[config.mk]
export PLATFORM = sky130hd
export DESIGN_NAME = if_fetch_unit
export DESIGN_NICKNAME = d
export VERILOG_FILES = /design/src/rtl/if_fetch_unit_pkg.sv /design/src/rtl/if_fetch_fifo.sv /design/src/rtl/if_fetch_unit.sv
export SDC_FILE = /design/constraint.sdc
export NUM_CORES = 1
export LEC_CHECK = 0
export CAP_MARGIN = 20
export CORE_ASPECT_RATIO = 2
export CORE_MARGIN = 2
export CORE_UTILIZATION = 42
export DETAILED_ROUTE_END_ITERATION = 10
export PLACE_DENSITY_LB_ADDON = 0.08
export SETUP_SLACK_MARGIN = 0.4
export SLEW_MARGIN = 10
export SYNTH_ARGS = -nofsm -noshare
export SYNTH_HDL_FRONTEND = slang
export SYNTH_HIERARCHICAL = 1
export SYNTH_SLANG_ARGS = --single-unit
[constraint.sdc]
create_clock -name clk -period 4.6 [get_ports clk]
set_input_delay 1.38 -clock clk [delete_from_list [all_inputs] [get_ports clk]]
set_output_delay 1.38 -clock clk [all_outputs]
set_load 0.02 [all_outputs]
[src/rtl/if_fetch_unit_pkg.sv]
// Shared types and constants for the instruction-fetch stage.
package if_fetch_unit_pkg;

  localparam logic [31:0] NOP_INSTR        = 32'h0000_0000;
  localparam logic [31:0] DEFAULT_RESET_PC = 32'h0000_0000;
  // Discard counter width: redirects can stack up wrong-path responses.
  localparam int unsigned DROP_W = 8;

  typedef struct packed {
    logic [31:0] pc;
    logic [31:0] instr;
    logic        likely;
  } fetch_entry_t;

endpackage

[src/rtl/if_fetch_fifo.sv]
// Prefetch FIFO between instruction memory responses and the IF/ID register.
module if_fetch_fifo
  import if_fetch_unit_pkg::*;
#(
  parameter int unsigned DEPTH = 4
) (
  input  logic                     clk,
  input  logic                     reset,
  input  logic                     clear_i,
  input  logic                     push_i,
  input  fetch_entry_t             push_data_i,
  input  logic                     pop_i,
  output logic                     full_o,
  output logic                     empty_o,
  output logic [$clog2(DEPTH):0]   count_o,
  output fetch_entry_t             head_o
);

  localparam int unsigned AW = $clog2(DEPTH);

  fetch_entry_t   mem_q [DEPTH];
  logic [AW-1:0]  rd_ptr_q, rd_ptr_d;
  logic [AW-1:0]  wr_ptr_q, wr_ptr_d;
  logic [AW:0]    count_q, count_d;

  always_comb begin
    rd_ptr_d = rd_ptr_q;
    wr_ptr_d = wr_ptr_q;
    count_d  = count_q;
    if (clear_i) begin
      rd_ptr_d = '0;
      wr_ptr_d = '0;
      count_d  = '0;
    end else begin
      if (push_i) wr_ptr_d = wr_ptr_q + 1'b1;
      if (pop_i)  rd_ptr_d = rd_ptr_q + 1'b1;
      case ({push_i, pop_i})
        2'b10:   count_d = count_q + 1'b1;
        2'b01:   count_d = count_q - 1'b1;
        default: count_d = count_q;
      endcase
    end
  end

  always_ff @(posedge clk) begin
    if (!reset) begin
      rd_ptr_q <= '0;
      wr_ptr_q <= '0;
      count_q  <= '0;
    end else begin
      rd_ptr_q <= rd_ptr_d;
      wr_ptr_q <= wr_ptr_d;
      count_q  <= count_d;
    end
  end

  // Storage needs no reset; count gates every read.
  always_ff @(posedge clk) begin
    if (push_i && !clear_i) mem_q[wr_ptr_q] <= push_data_i;
  end

  assign full_o  = (count_q == (AW+1)'(DEPTH));
  assign empty_o = (count_q == '0);
  assign count_o = count_q;
  assign head_o  = mem_q[rd_ptr_q];

endmodule

[src/rtl/if_fetch_unit.sv]
// IF stage: issues sequential fetches, buffers in-order responses and feeds IF/ID.
module if_fetch_unit
  import if_fetch_unit_pkg::*;
#(
  parameter logic [31:0] RESET_PC   = DEFAULT_RESET_PC,
  parameter int unsigned FIFO_DEPTH = 4
) (
  input  logic        clk,
  input  logic        reset,
  output logic        imem_req_valid,
  input  logic        imem_req_ready,
  output logic [31:0] imem_req_addr,
  input  logic        imem_resp_valid,
  input  logic [31:0] imem_resp_data,
  input  logic        redirect_valid,
  input  logic [31:0] redirect_pc,
  input  logic        redirect_likely,
  input  logic        stall,
  output logic [31:0] IF_PC_plus_4,
  output logic [31:0] IF_Instruction,
  output logic        IF_Branch_likely
);

  localparam int unsigned CW = $clog2(FIFO_DEPTH) + 1;
  localparam logic [CW:0] DEPTH_C = (CW+1)'(FIFO_DEPTH);

  // Request channel: valid/ready; a raised request keeps its address until
  // accepted, except that a redirect withdraws it for one cycle.
  logic [31:0]       fetch_pc_q, fetch_pc_d;
  logic [31:0]       fill_pc_q, fill_pc_d;
  logic [31:0]       deliver_pc_q, deliver_pc_d;
  logic [CW-1:0]     live_q, live_d;
  logic [DROP_W-1:0] drop_q, drop_d;
  logic              likely_pending_q, likely_pending_d;

  logic              fifo_full, fifo_empty;
  logic [CW-1:0]     fifo_count;
  fetch_entry_t      fifo_head, push_entry;
  logic              push, pop, req_fire, resp_drop;
  logic [CW:0]       credit_used;

  assign credit_used    = {1'b0, live_q} + {1'b0, fifo_count};
  assign imem_req_valid = !redirect_valid && !fifo_full && (credit_used < DEPTH_C);
  assign imem_req_addr  = fetch_pc_q;
  assign req_fire       = imem_req_valid && imem_req_ready;

  assign resp_drop = imem_resp_valid && (drop_q != '0);
  assign push      = imem_resp_valid && (drop_q == '0) && !redirect_valid;
  assign pop       = !fifo_empty && !stall && !redirect_valid;

  assign push_entry = '{pc: fill_pc_q, instr: imem_resp_data, likely: likely_pending_q};

  always_comb begin
    fetch_pc_d       = fetch_pc_q;
    fill_pc_d        = fill_pc_q;
    deliver_pc_d     = deliver_pc_q;
    live_d           = live_q;
    drop_d           = drop_q;
    likely_pending_d = likely_pending_q;
    if (redirect_valid) begin
      // Everything in flight becomes wrong-path; a response arriving now
      // is retired against that total.
      fetch_pc_d       = redirect_pc;
      fill_pc_d        = redirect_pc;
      deliver_pc_d     = redirect_pc;
      likely_pending_d = redirect_likely;
      live_d           = '0;
      drop_d           = drop_q + DROP_W'(live_q) - DROP_W'(imem_resp_valid);
    end else begin
      if (req_fire)  fetch_pc_d   = fetch_pc_q + 32'd4;
      if (pop)       deliver_pc_d = deliver_pc_q + 32'd4;
      if (resp_drop) drop_d       = drop_q - 1'b1;
      if (push) begin
        fill_pc_d        = fill_pc_q + 32'd4;
        likely_pending_d = 1'b0;
      end
      live_d = live_q + CW'(req_fire) - CW'(push);
    end
  end

  always_ff @(posedge clk) begin
    if (!reset) begin
      fetch_pc_q       <= RESET_PC;
      fill_pc_q        <= RESET_PC;
      deliver_pc_q     <= RESET_PC;
      live_q           <= '0;
      drop_q           <= '0;
      likely_pending_q <= 1'b0;
    end else begin
      fetch_pc_q       <= fetch_pc_d;
      fill_pc_q        <= fill_pc_d;
      deliver_pc_q     <= deliver_pc_d;
      live_q           <= live_d;
      drop_q           <= drop_d;
      likely_pending_q <= likely_pending_d;
    end
  end

  if_fetch_fifo #(
    .DEPTH (FIFO_DEPTH)
  ) u_fifo (
    .clk         (clk),
    .reset       (reset),
    .clear_i     (redirect_valid),
    .push_i      (push),
    .push_data_i (push_entry),
    .pop_i       (pop),
    .full_o      (fifo_full),
    .empty_o     (fifo_empty),
    .count_o     (fifo_count),
    .head_o      (fifo_head)
  );

  // Empty FIFO presents a nop bubble tagged with the next PC to deliver.
  always_comb begin
    if (fifo_empty) begin
      IF_PC_plus_4     = deliver_pc_q + 32'd4;
      IF_Instruction   = NOP_INSTR;
      IF_Branch_likely = 1'b0;
    end else begin
      IF_PC_plus_4     = fifo_head.pc + 32'd4;
      IF_Instruction   = fifo_head.instr;
      IF_Branch_likely = fifo_head.likely;
    end
  end

endmodule

## Word level (Yosys, flattened, before mapping)

Memory sizes are Yosys's and may differ from the RTL's. A register that Yosys moved wholly into a read port is not among the register bits.
Cells that the tools add are included.

- Equal/unequal tests: 3
- Bitwise operators: 1
- Add/sub/neg operators: 14
- Muxes and demuxes: 18
- Order comparisons: 1
- Reduce and logical (&&, ||, !) cells: 22

Operator list:

| cell | count |
|---|---|
| $mux W32 | 8 |
| $add A32 B3 Y32 const B | 4 |
| $mux W8 | 2 |
| $reduce_bool A2 Y1 | 5 |
| $logic_and A1 B1 Y1 | 9 |
| $add A8 B3 Y8 | 1 |
| $logic_not A8 Y1 | 1 |
| $reduce_bool A8 Y1 | 1 |
| $sub A8 B1 Y8 | 1 |
| $sub A8 B1 Y8 const B | 1 |
| $pmux W3 S2 | 1 |
| $mux W1 | 5 |
| $add A2 B1 Y2 const B | 2 |
| $add A3 B3 Y4 | 1 |
| $logic_not A1 Y1 | 4 |
| $lt A4 B3 Y1 const B | 1 |
| $mux W2 | 2 |
| $add A3 B1 Y3 | 1 |
| $add A3 B1 Y3 const B | 1 |
| $eq A3 B3 Y1 const B | 1 |
| $logic_not A3 Y1 | 1 |
| $sub A3 B1 Y3 | 1 |
| $sub A3 B1 Y3 const B | 1 |
| $eq A2 B1 Y1 const B | 1 |
| 3 further kinds | 3 |

- Memories kept: 1
- Register bits after elaboration: 115
- Logic and storage cells: 69
- Output and inout port bits: 98
- RAM bits: 260

Memory list:

| name | words | bits a word | read ports | clocked after memory_dff | wr ports | RTL line | source |
|---|---|---|---|---|---|---|---|
| u_fifo.mem_q | 4 | 65 | 1 | 1 | 1 | if_fetch_fifo.sv:21 | `fetch_entry_t mem_q [DEPTH];` |

## Longest topological paths before layout

Gate-level depths: netlist of run 1.

- Depth in word-level cells: 7
- Gate-level depth with buffers: 13
- Depth with buffers taken out: 12

## Hierarchy

The synthesis of run 1 kept the hierarchy.

Modules (own cells, without submodules):

| module | area an instance (µm²) | times used | cells an instance |
|---|---|---|---|
| if_fetch_fifo | 9,868.2 | 1 | 388 |
| if_fetch_unit | 7,499.7 | 1 | 966 |

## Worst setup path before layout of run 1

OpenSTA, ideal clock, no wires.

- Path type: input-to-reg
- From: input redirect_valid
- To: memory u_fifo/mem_q[0][0] (netlist bit), enable pin
- Data arrival time: 4.003 ns
- Data required time: 4.170 ns
- Stages: 7
- Setup time: 0.430 ns
- Path buffers: 3
- Path slack: 0.167 ns
- Path through: clkbuf_1 -> clkbuf_1 -> buf_1 -> nor2_1 -> inv_1 -> nor2_1 -> and2_1

- Longest elaborated chain between the ends: 5

RTL lines:

| item | RTL line | source |
|---|---|---|
| from (decl) | if_fetch_unit.sv:15 | `input logic redirect_valid,` |
| $logic_not A1 Y1 | if_fetch_unit.sv:48 | `assign push = imem_resp_valid && (drop_q == '0) && !redirect_valid;` |
| $logic_and A1 B1 Y1 | if_fetch_unit.sv:48 |  |
| named net push | if_fetch_unit.sv:39 | `logic push, pop, req_fire, resp_drop;` |
| $logic_and A1 B1 Y1 | if_fetch_fifo.sv:59 | `if (push_i && !clear_i) mem_q[wr_ptr_q] <= push_data_i;` |
| $mux W1 | if_fetch_fifo.sv:59 |  |
| $mux W1 (not written as such) | if_fetch_fifo.sv:59 |  |
| to (decl) | if_fetch_fifo.sv:21 |  |

The timed path passes the listed nets, and every way through them passes these cells.

==> metrics, run 1 <==
Routed Antenna Nets=0; clk root buf=clkbuf_16; Comb pwr share=between 10% and 20%; Synth Area in Compound Gates=roughly 7.2%; GPL Wtd Cong=approximately 0.86; Leak=~7.6 nW; pin count of the biggest net entering global routing=64; Num Clock Sinks=between 300 and 400; YS warnings=6; worst-skew pair later-pin latency=between 0.5 and 0.6 ns; Post-Route Setup TNS=0 ns; CTS tree=built; Arr. time, crit path=2.92 ns; critical path cell sequence=buf_12 -> mux4_2 -> nand4_1 -> buf_4 -> nor4_4 -> nand4_1 -> xnor2_2 -> o211a_1 -> buf_2; reg2reg setup slack=about 1.6 ns; Max rail drop VDD=~0.00024 V; post-synth cell types=65; area leader, netlist=edfxtp_1; clock buffer depth=3; Setup CP Type=reg -> out; drt total wl=about 47000 um; DRC violations left=0; worst-path maximum fanout=11; mux cell area share after synthesis=under 10%; Crit path top cell by count=nand4_1; first-pass GRT wire length=71600 um; Sw Ratio=25.4%; ys async rst share=0%; Mapped Area=around 17000 um^2; starting DRC count in detailed routing=between 500 and 600; Clk pwr share=37.4%; clock-pin slew on the worst setup and hold paths=0.06 ns; Die X=148 um; worst hold path endpoint=deliver_pc_q[1]$_SDFFE_PN0P_; I/O pin cnt=169; Synth top area share=between 40% and 50%; dpl cells=approximately 2100; Main synth FF type=edfxtp_1; number of global-route vias before repair=around 12000; Synth Area in Adders=between 2 and 3%; R2R depth=9; post-synthesis sequential area ratio=between 50% and 60%; Internal=approximately 0.0059 W; critical path's slowest cell=dfxtp_4; Initial Utilization=42.5%; net count reported at finish=1693; status=complete, no violations; f_max=0.232 GHz; sequential power share=just under 50%; Period minus WS final=4.30 ns; max-cap violations=0; Cells after Synth=roughly 1400; slew margin rel.=a little under two fifths; number of diodes=0; Hold WC Path Type=reg -> reg; ratio of cells with drive above 1 in the final layout=~18%; Placed Instance Area=a little over 20000 um^2; Slew @ Worst Pin=roughly 0.9 ns; cell area after layout=21700 um^2; total gr overflow=0; final setup vio count=0; via count=approximately 12000; vias per cell=5.51; CP Capture Type=primary output; Max Clock Skew=between 0.02 and 0.025 ns; HP Start=deliver_pc_q[1]$_SDFFE_PN0P_; Syn Nets=between 1000 and 1500; filler cell count=between 3000 and 4000; die height=roughly 300 um; r2r startpoint=drop_q[4]$_SDFFE_PN0P_; Fin. Hold Viols=0; Post-synth EDFFs=260; HPWL Detailed=about 34000 um; Synth Area in XOR/XNOR=under 10%; Final Max Slew Viols=0; Cell Count, Final, Fillers Out=roughly 2200; post-synthesis register bit count=around 380; drt wl/cell=approximately 22 um; Rows=between 100 and 150; total track usage=a little over a fifth; R2R Path End=u_fifo/mem_q[3][39]$_DFFE_PP_; hold path depth=2; initial antenna violation count=0; port bufs=168; fraction of the mapped netlist area in simple logic gates=approximately an eighth; main combinational cell family by area after synthesis=simple AND/OR/NAND/NOR gates; Critical Path Start Type=flip-flop; Avg Cell Area, Syn=12.8 um^2; TritonCTS Buffers=35; total power=around 0.008 W; Clock H-tree levels=2; Crit path required time=around 3.2 ns; Layout area overhead=24.9%; RSZ-0062 raised after global routing=yes; Die Outline Area=between 40000 and 50000 um^2; Psw=between 0.0015 and 0.002 W; DRT Pass-1 Iters=5; synth top area cells=edfxtp_1 (45%), dfxtp_1 (13%), mux4_2 (8.4%), xnor2_1 (3.3%), xor2_1 (2.4%); Power per Cell Area=362 nW/um^2; Worst path max stage delay=0.41 ns; period utilization=between 90 and 100%; Core Box Area=40900 um^2
## Yosys cell counts, drive strengths merged, types with 30 or more instances
cell type,n
dfxtp,117
nand4,58
xor2,48
nor2,43
ha,30
nand2,78
nor3,38
xnor2,66
mux4,65
inv,56
o21ai,48
a21oi,75
edfxtp,260
nor2b,35
nand3,54
clkbuf,41
## area by class of cell
cell class / instances / area [um^2] / share of cell area (%)
inverter: 57 / 215 / 0.992
tap: 535 / 669 / 3.09
timing repair buffer: 268 / 2720 / 12.5
clock inverter: 21 / 205 / 0.946
sequential: 377 / 10200 / 46.8
clock buffer: 43 / 947 / 4.37
multi-input combinational: 850 / 6780 / 31.3
## cell families (layout without fill, tap and decap cells)
family,count (synthesis),in the layout
AND/OR/NAND/NOR,408,408
flip-flops,377,377
AO/OA/AOI/OAI,206,206
buffers and inverters,127,389
XOR/XNOR,114,114
multiplexers,89,89
adder cells (fa/ha/maj),33,33
## power by group through the flow
| stage | clock [W] | combinational (W) | sequential, W |
|---|---|---|---|
| finish | 0.00293 | 0.00106 | 0.00385 |
| floorplan | 0 | 0.000647 | 0.00391 |
| global placement | 0 | 0.00106 | 0.00392 |
| CTS | 0.00302 | 0.00107 | 0.00385 |
| global route | 0.00312 | 0.00117 | 0.00387 |
| detailed placement | 0 | 0.00107 | 0.00393 |
## flip-flops by register name (all words and copies together), names as in the netlist, named ones only
| register | flops |
|---|---|
| u_fifo/rd_ptr_q | 2 |
| u_fifo/wr_ptr_q | 2 |
| likely_pending_q | 1 |
| deliver_pc_q | 32 |
| fill_pc_q | 32 |
| u_fifo/count_o | 3 |
| u_fifo/mem_q | 260 |
| drop_q | 8 |
| live_q | 3 |
| imem_req_addr | 32 |
## layout by cell type, fill, tap and decap left out, types with 21 or more instances in the layout
master and count:
nor2_1 41, mux4_2 65, nor2b_1 35, inv_1 55, mux2i_1 21, clkbuf_16 36
dlymetal6s2s_1 21, clkdlybuf4s50_1 118, nand3_1 51, o21ai_0 44, edfxtp_1 260, xnor2_1 65
dfxtp_1 115, a31oi_1 29, nor3_1 33, xor2_1 48, a21oi_1 73, nand2_1 77
buf_4 85, ha_1 29, and3_1 23, nand4_1 57
## critical path: cells and delay by family (launching register included)
family,cells,cell delay [ns]
flip-flops,1,0.41
AO/OA/AOI/OAI,1,0.20
multiplexers,1,0.37
XOR/XNOR,1,0.25
buffers and inverters,3,0.55
AND/OR/NAND/NOR,3,0.61
## metal layers
layer | up-vias | share of wire, % | global-route usage [%]
met2 | 302 | 56 | 42.6
met4 | 0 | 3.5 | 7.67
li1 | 5613 | - | -
met5 | - | 0 | 0
met3 | 83 | 3.4 | 2.56
met1 | 5860 | 37 | 23.9
## what timing repair did
| action | 4_1_cts | 5_1_grt |
|---|---|---|
| endpoints found under the setup margin | 28 | 53 |
| cloned | 2 | 0 |
| hold buffers | 0 | 0 |
| pin swaps | 2 | 2 |
| setup buffers | 20 | 6 |
| resized for setup | 139 | 42 |
## how the worst max path moves through the flow
stage	slack [ns]	end	startpoint
final	0.30	IF_PC_plus_4[31]	flip-flop
after global routing	0.22	IF_PC_plus_4[31]	flip-flop
after CTS	0.20	IF_PC_plus_4[31]	flip-flop
after detailed placement	0.23	IF_PC_plus_4[31]	flip-flop
after global placement	0.21	IF_PC_plus_4[31]	flip-flop
after floorplan	0.70	IF_PC_plus_4[26]	flip-flop
## per-stage QoR
| stage | utilization [%] | hold WS (ns) | setup WS [ns] |
|---|---|---|---|
| after floorplan | - | 0.433 | 0.696 |
| after global placement | 49.3 | 0.443 | 0.214 |
| after detailed placement | 49.3 | 0.447 | 0.231 |
| after CTS | 52.7 | 0.456 | 0.202 |
| after global routing | 53.1 | 0.487 | 0.220 |
| final | 53.1 | 0.451 | 0.296 |
Note: power is estimated with default switching activity, not from simulation.
==> inputs of run 2 (changes only) <==
--- a/config.mk
+++ b/config.mk
@@ -8,9 +8,9 @@
 export CAP_MARGIN = 20
 export CORE_ASPECT_RATIO = 2
 export CORE_MARGIN = 2
-export CORE_UTILIZATION = 42
+export CORE_UTILIZATION = 25
 export DETAILED_ROUTE_END_ITERATION = 10
-export PLACE_DENSITY_LB_ADDON = 0.08
+export PLACE_DENSITY_LB_ADDON = 0.05
 export SETUP_SLACK_MARGIN = 0.4
 export SLEW_MARGIN = 10
 export SYNTH_ARGS = -nofsm -noshare
==> run 2 against run 1 <==
Net effect:
- critical path depth increased by 3
- largest power group unchanged
- clock power increased by 9.9%
- critical path type unchanged
- total power increased by 4.2%
- maximum frequency decreased by 1.8%
- largest cell class unchanged
- count of clock-buffer cells in the layout increased by 4
- cell count increased by 19%
- flip-flop and latch count unchanged
- global-route usage decreased by 5.9 points
- utilization decreased by 20 points
- hold slack improved by 0.0029 ns
==> metrics, run 2 (synthesized netlist as in run 1, its figures left out) <==
Initial Utilization=25.3% (-17 points); Die Outline Area=71700 um^2 (+66%); max-cap violations=0 (unchanged); f_max=0.228 GHz (-1.8%); HPWL Detailed=42000 um (+23%); die height=377 um (+29%); cts hold-fix bufs=0 (unchanged); net count reported at finish=1727 (+2.0%); Num Clock Sinks=377 (unchanged); Power per Cell Area=361 nW/um^2 (-0.23%); worst hold path endpoint=deliver_pc_q[1]$_SDFFE_PN0P_; Crit path top cell by count=buf_6; Hold WC Path Type=reg -> reg; Leak=7.63 nW (+0.67%); R2R Path End=u_fifo/mem_q[0][28]$_DFFE_PP_; period utilization=95.2% (+1.7 points); worst-skew pair later-pin latency=0.57 ns (+0.03 ns); status=complete, no violations; Die X=190 um (+29%); Slew @ Worst Pin=0.893 ns (-0.0234 ns); cell area after layout=22700 um^2 (+4.5%); ratio of cells with drive above 1 in the final layout=21.5% (+3.3 points); critical path cell sequence=buf_12 -> buf_8 -> mux4_2 -> buf_6 -> ha_4 -> nand2_4 -> nor3_4 -> buf_6 -> and3_4 -> xnor2_4 -> mux2i_4 -> buf_6; total power=0.00818 W (+4.2%); WP depth=12 (+3); hold path depth=2 (unchanged); total gr overflow=0 (unchanged); DRT Pass-1 Iters=4 (-1); Final Max Slew Viols=0 (unchanged); filler cell count=6959 (+96%); I/O pin cnt=169 (unchanged); Period minus WS final=4.38 ns (+0.0767 ns); drt wl/cell=22.5 um (+3.0%); Max Clock Skew=0.0345 ns (+0.0139 ns); slew margin rel.=40.3% (+2.0 points); total track usage=16.0% (-5.9 points); pin count of the biggest net entering global routing=67 (+4.7%); Setup CP Type=reg -> out; Clock H-tree levels=2 (unchanged); worst-path maximum fanout=8 (-3); CTS tree=built; DRC violations left=0 (unchanged); Cell Count, Final, Fillers Out=2550 (+19%); starting DRC count in detailed routing=504 (-16%); number of global-route vias before repair=12700 (+4.2%); Core Box Area=68700 um^2 (+68%); Worst path max stage delay=0.52 ns (+0.11 ns); Critical Path Start Type=flip-flop; port bufs=168 (unchanged); clk root buf=clkbuf_16; r2r startpoint=drop_q[4]$_SDFFE_PN0P_; Layout area overhead=30.5%; Arr. time, crit path=3.00 ns (+0.08 ns); worst path bufs/invs=5 (+2); CP Capture Type=primary output; first-pass GRT wire length=84000 um (+17%); Fin. Hold Viols=0 (unchanged); clock buffer depth=3 (unchanged); Routed Antenna Nets=0 (unchanged); Crit path required time=3.22 ns (about the same); Largest register FFs=260 (unchanged); Max rail drop VDD=0.000275 V (+13%); Min Hold Slack=0.454 ns (+0.00286 ns); final setup vio count=0 (unchanged); commonest non-fill, non-tap cell in the layout=edfxtp_1; reg2reg setup slack=1.48 ns (-0.10 ns); initial antenna violation count=1 (+1); clock-pin slew on the worst setup and hold paths=0.07 ns (about the same); vias per cell=4.74 (-14%); dpl cells=2435 (+18%); number of diodes=0 (unchanged); critical path's slowest cell=mux4_2; RSZ-0062 raised after global routing=yes; Biggest register=u_fifo/mem_q; most frequent cells in the layout=edfxtp_1 (260), clkdlybuf4s50_1 (128), dfxtp_1 (115), buf_4 (109); top cell family by delay on the critical path=multiplexers; via count=12100 (+1.9%); R2R depth=9 (unchanged); TritonCTS Buffers=40 (+14%); HP Start=deliver_pc_q[1]$_SDFFE_PN0P_; GPL Wtd Cong=0.781 (-9.0%); drt total wl=57500 um (+22%); Placed Instance Area=20600 um^2 (+2.1%); Rows=136 (+30%)
run 2: how the worst max path moves through the flow:
stage	slack [ns]	endpoint
detailed placement	0.01	IF_PC_plus_4[30]
global route	0.12	IF_PC_plus_4[15]
global placement	-0.08	IF_PC_plus_4[13]
CTS	0.16	IF_PC_plus_4[31]
floorplan	0.70	IF_PC_plus_4[26]
finish	0.22	IF_PC_plus_4[14]
run 2: what timing repair did:
action | in CTS | in global routing
gates resized for setup | 159 | 67
setup endpoints to repair | 58 | 46
endpoints found under the hold margin | 0 | 0
buffers inserted | 18 | 24
cloned | 0 | 1
pin swaps | 20 | 32
run 2: worst register-to-register path, stage by stage (launching register included):
cell and delay, ns:
dfxtp_1 0.33, inv_1 0.17, ha_1 0.20, and4bb_1 0.31
nand3_1 0.33, nor2_1 0.46, inv_1 0.11, nor2_1 0.32
and2_4 0.29, buf_12 0.23
run 2: through the flow:
stage | TNS [ns] | setup slack, ns | util (%)
after floorplan | 0 | 0.696 | -
after global placement | -0.0790 | -0.0781 | 29.9
after detailed placement | 0 | 0.00950 | 29.9
after CTS | 0 | 0.161 | 32.3
after global routing | 0 | 0.124 | 33.0
final | 0 | 0.219 | 33.0
run 2: where the power goes:
group          internal (W)  switching (W)  total, W
combinational      0.000485       0.000620   0.00111
clock               0.00182        0.00140   0.00322
sequential          0.00373       0.000126   0.00386
run 2: cell type report:
class / count / area (um^2) / share of cell area [%]
flip-flops and latches: 377 / 10200 / 44.8
clock buffers: 47 / 1060 / 4.67
clock inverters: 25 / 206 / 0.911
inverters: 57 / 215 / 0.950
multi-input cells: 850 / 6990 / 30.8
well taps: 897 / 1120 / 4.95
repair buffers: 297 / 2910 / 12.9
run 2: metal layers:
layer | share of wire, % | global-route usage, % | wire [um] | vias up
met2 | 54 | 30.0 | 30900 | 295
met1 | 38 | 17.6 | 21800 | 6018
li1 | - | - | - | 5687
met5 | 0 | 0 | 0 | -
met3 | 4.3 | 2.55 | 2480 | 85
met4 | 4.0 | 6.58 | 2300 | 0
==> inputs of run 3 (changes only) <==
--- a/config.mk
+++ b/config.mk
@@ -10,7 +10,6 @@
 export CORE_MARGIN = 2
 export CORE_UTILIZATION = 25
 export DETAILED_ROUTE_END_ITERATION = 10
-export PLACE_DENSITY_LB_ADDON = 0.05
 export SETUP_SLACK_MARGIN = 0.4
 export SLEW_MARGIN = 10
 export SYNTH_ARGS = -nofsm -noshare
==> constraint.sdc (replaced) <==
create_clock -name clk -period 4.8 [get_ports clk]
set_input_delay 1.44 -clock clk [delete_from_list [all_inputs] [get_ports clk]]
set_output_delay 1.44 -clock clk [all_outputs]
set_load 0.02 [all_outputs]
==> run 3 against run 2 <==
Net effect:
- combinational power decreased by 8%
- highest routed layer unchanged
- count of clock-buffer cells in the layout is the same
- clock skew fell by 0.0085 ns
- largest cell class unchanged
- wire length is 11% lower
- largest power group unchanged
- total power down 6.5%
- critical path type unchanged
- worst setup slack better by 0.16 ns
- register-to-register slack gained 0.46 ns
- critical path depth shrank 2
- critical endpoint is now IF_PC_plus_4[31]
==> metrics, run 3 (synthesized netlist as in run 1, its figures left out) <==
first-pass GRT wire length=75300 um (-10%); multi-input logic area=6790 um^2 (-2.9%); Final Max Slew Viols=0 (unchanged); Power per Cell Area=348 nW/um^2 (-3.7%); worst-skew pair later-pin latency=0.56 ns (about the same); Die Outline Area=71700 um^2 (unchanged); Arr. time, crit path=2.98 ns (-0.02 ns); HPWL Detailed=37400 um (-11%); HP Start=deliver_pc_q[0]$_SDFFE_PN0P_; clock buffer depth=3 (unchanged); Rows=136 (unchanged); number of global-route vias before repair=12300 (-3.1%); TritonCTS Buffers=36 (-10%); final setup vio count=0 (unchanged); Max Clock Skew=0.0260 ns (-0.00850 ns); total gr overflow=0 (unchanged); Hold WC Path Type=reg -> reg; clock-pin slew on the worst setup and hold paths=0.06 ns (about the same); sequential cell area=10200 um^2 (unchanged); GPL Wtd Cong=0.850 (+8.7%); Routed Antenna Nets=0 (unchanged); Max rail drop VDD=0.000213 V (-22%); Num Clock Sinks=377 (unchanged); Fin. Hold Viols=0 (unchanged); Critical Path Start Type=flip-flop; I/O pin cnt=169 (unchanged); Largest register FFs=260 (unchanged); filler cell count=6878 (-1.2%); Post-Route Setup TNS=0 ns (unchanged); CTS tree=built; DRT Pass-1 Iters=5 (+1); slew margin rel.=44.2% (+3.9 points); die height=377 um (unchanged); clk root buf=clkbuf_16; worst-path maximum fanout=4 (-4); cts hold-fix bufs=0 (unchanged); drt wl/cell=20.3 um (-9.9%); Clock H-tree levels=2 (unchanged); status=complete, no violations; commonest non-fill, non-tap cell in the layout=edfxtp_1; port bufs=168 (unchanged); f_max=0.226 GHz; Leak=7.17 nW (-6.1%); starting DRC count in detailed routing=653 (+30%); RSZ-0062 raised after global routing=yes; number of diodes=0 (unchanged); Initial Utilization=25.3% (unchanged); Core Box Area=68700 um^2 (unchanged); CP Capture Type=primary output; Setup CP Type=reg -> out; pin count of the biggest net entering global routing=50 (-25%); Crit path required time=3.36 ns (+0.14 ns); via count=12100 (+0.30%); total track usage=14.0% (-2.0 points); DRC violations left=0 (unchanged); Die X=190 um (unchanged); Cell Count, Final, Fillers Out=2504 (-1.8%); initial antenna violation count=1 (unchanged); Period minus WS final=roughly 4.4 ns; net count reported at finish=1683 (-2.5%); period utilization=around 92%; max-cap violations=0 (unchanged); ratio of cells with drive above 1 in the final layout=17.6% (-3.9 points); vias per cell=4.84 (+2.1%); Layout area overhead=26.6%; Slew @ Worst Pin=0.830 ns (-0.0630 ns); most frequent cells in the layout=edfxtp_1 (260), clkdlybuf4s50_1 (139), dfxtp_1 (115), buf_4 (80), nand2_1 (77); drt total wl=50900 um (-11%); Biggest register=u_fifo/mem_q; dpl cells=2417 (-0.74%); r2r startpoint=u_fifo/count_o[2]$_SDFFE_PP0P_
[run 3: cell count changes in the layout (fill, tap and decap cells not counted), sizes merged, moves of 2 or more]
cell	before	now
dlygate4sd2	4	9
buf	154	98
dlymetal6s2s	8	0
clkdlybuf4s50	128	139
clkinv	18	12
clkbuf	49	56
inv	59	61
[run 3: final cells by class]
cell class | count | share of cell area (%)
Inverter | 57 | 0.973
Timing Repair Buffer | 257 | 11.4
Clock buffer | 47 | 4.60
Tap cell | 897 | 5.10
Multi-Input combinational cell | 850 | 30.8
Clock inverter | 19 | 0.899
Sequential cell | 377 | 46.2
[run 3: through the flow]
stage	util, %	instance area (um^2)	total power (W)	hold WS (ns)	worst slack, ns
2_1_floorplan	-	17400	0.00436	0.433	0.836
3_3_place_gp	29.8	20500	0.00477	0.440	0.285
3_5_place_dp	29.8	20500	0.00479	0.446	0.260
4_1_cts	31.9	21900	0.00773	0.455	0.291
5_1_grt	32.0	22000	0.00794	0.474	0.302
6_report	32.0	22000	0.00765	0.453	0.383
[run 3: worst max-delay path: stages, from the launching register on]
cell and delay [ns]:
dfxtp_4 0.38, clkbuf_16 0.16, buf_4 0.13, mux4_2 0.40
buf_4 0.16, nand4_1 0.18, nor4_4 0.21, nand4_1 0.21
xnor2_2 0.20, o211a_1 0.21, buf_4 0.17
[run 3: worst paths after layout]
path         cells past startpoint  slack [ns]                      endpoint
max reg2reg                     10        1.94          live_q[2]$_SDFF_PP0_
max                             10        0.38              IF_PC_plus_4[31]
min reg2reg                      2        0.45  deliver_pc_q[0]$_SDFFE_PN0P_
min                              2        0.45  deliver_pc_q[0]$_SDFFE_PN0P_
[run 3: timing repair]
action | in CTS | in global routing
gates cloned | 1 | 1
buffers inserted | 12 | 7
endpoints found under the setup margin | 30 | 19
pin swaps | 6 | 4
resized for setup | 50 | 33
[run 3: routing by layer]
metal,global-route usage [%],vias up,share of wire (%)
met5,0,-,0
met4,5.19,0,3.1
met3,1.49,74,4.7
met2,25.2,363,51
met1,17.0,6087,41
li1,-,5597,-
[run 3: power breakdown]
part	leakage (nW)	total, W	switching [W]	internal (W)
combinational	3.24	0.00102	0.000573	0.000451
clock	0.600	0.00293	0.00130	0.00163
sequential	3.33	0.00369	0.000117	0.00358
total	7.17	0.00765	0.00199	0.00565
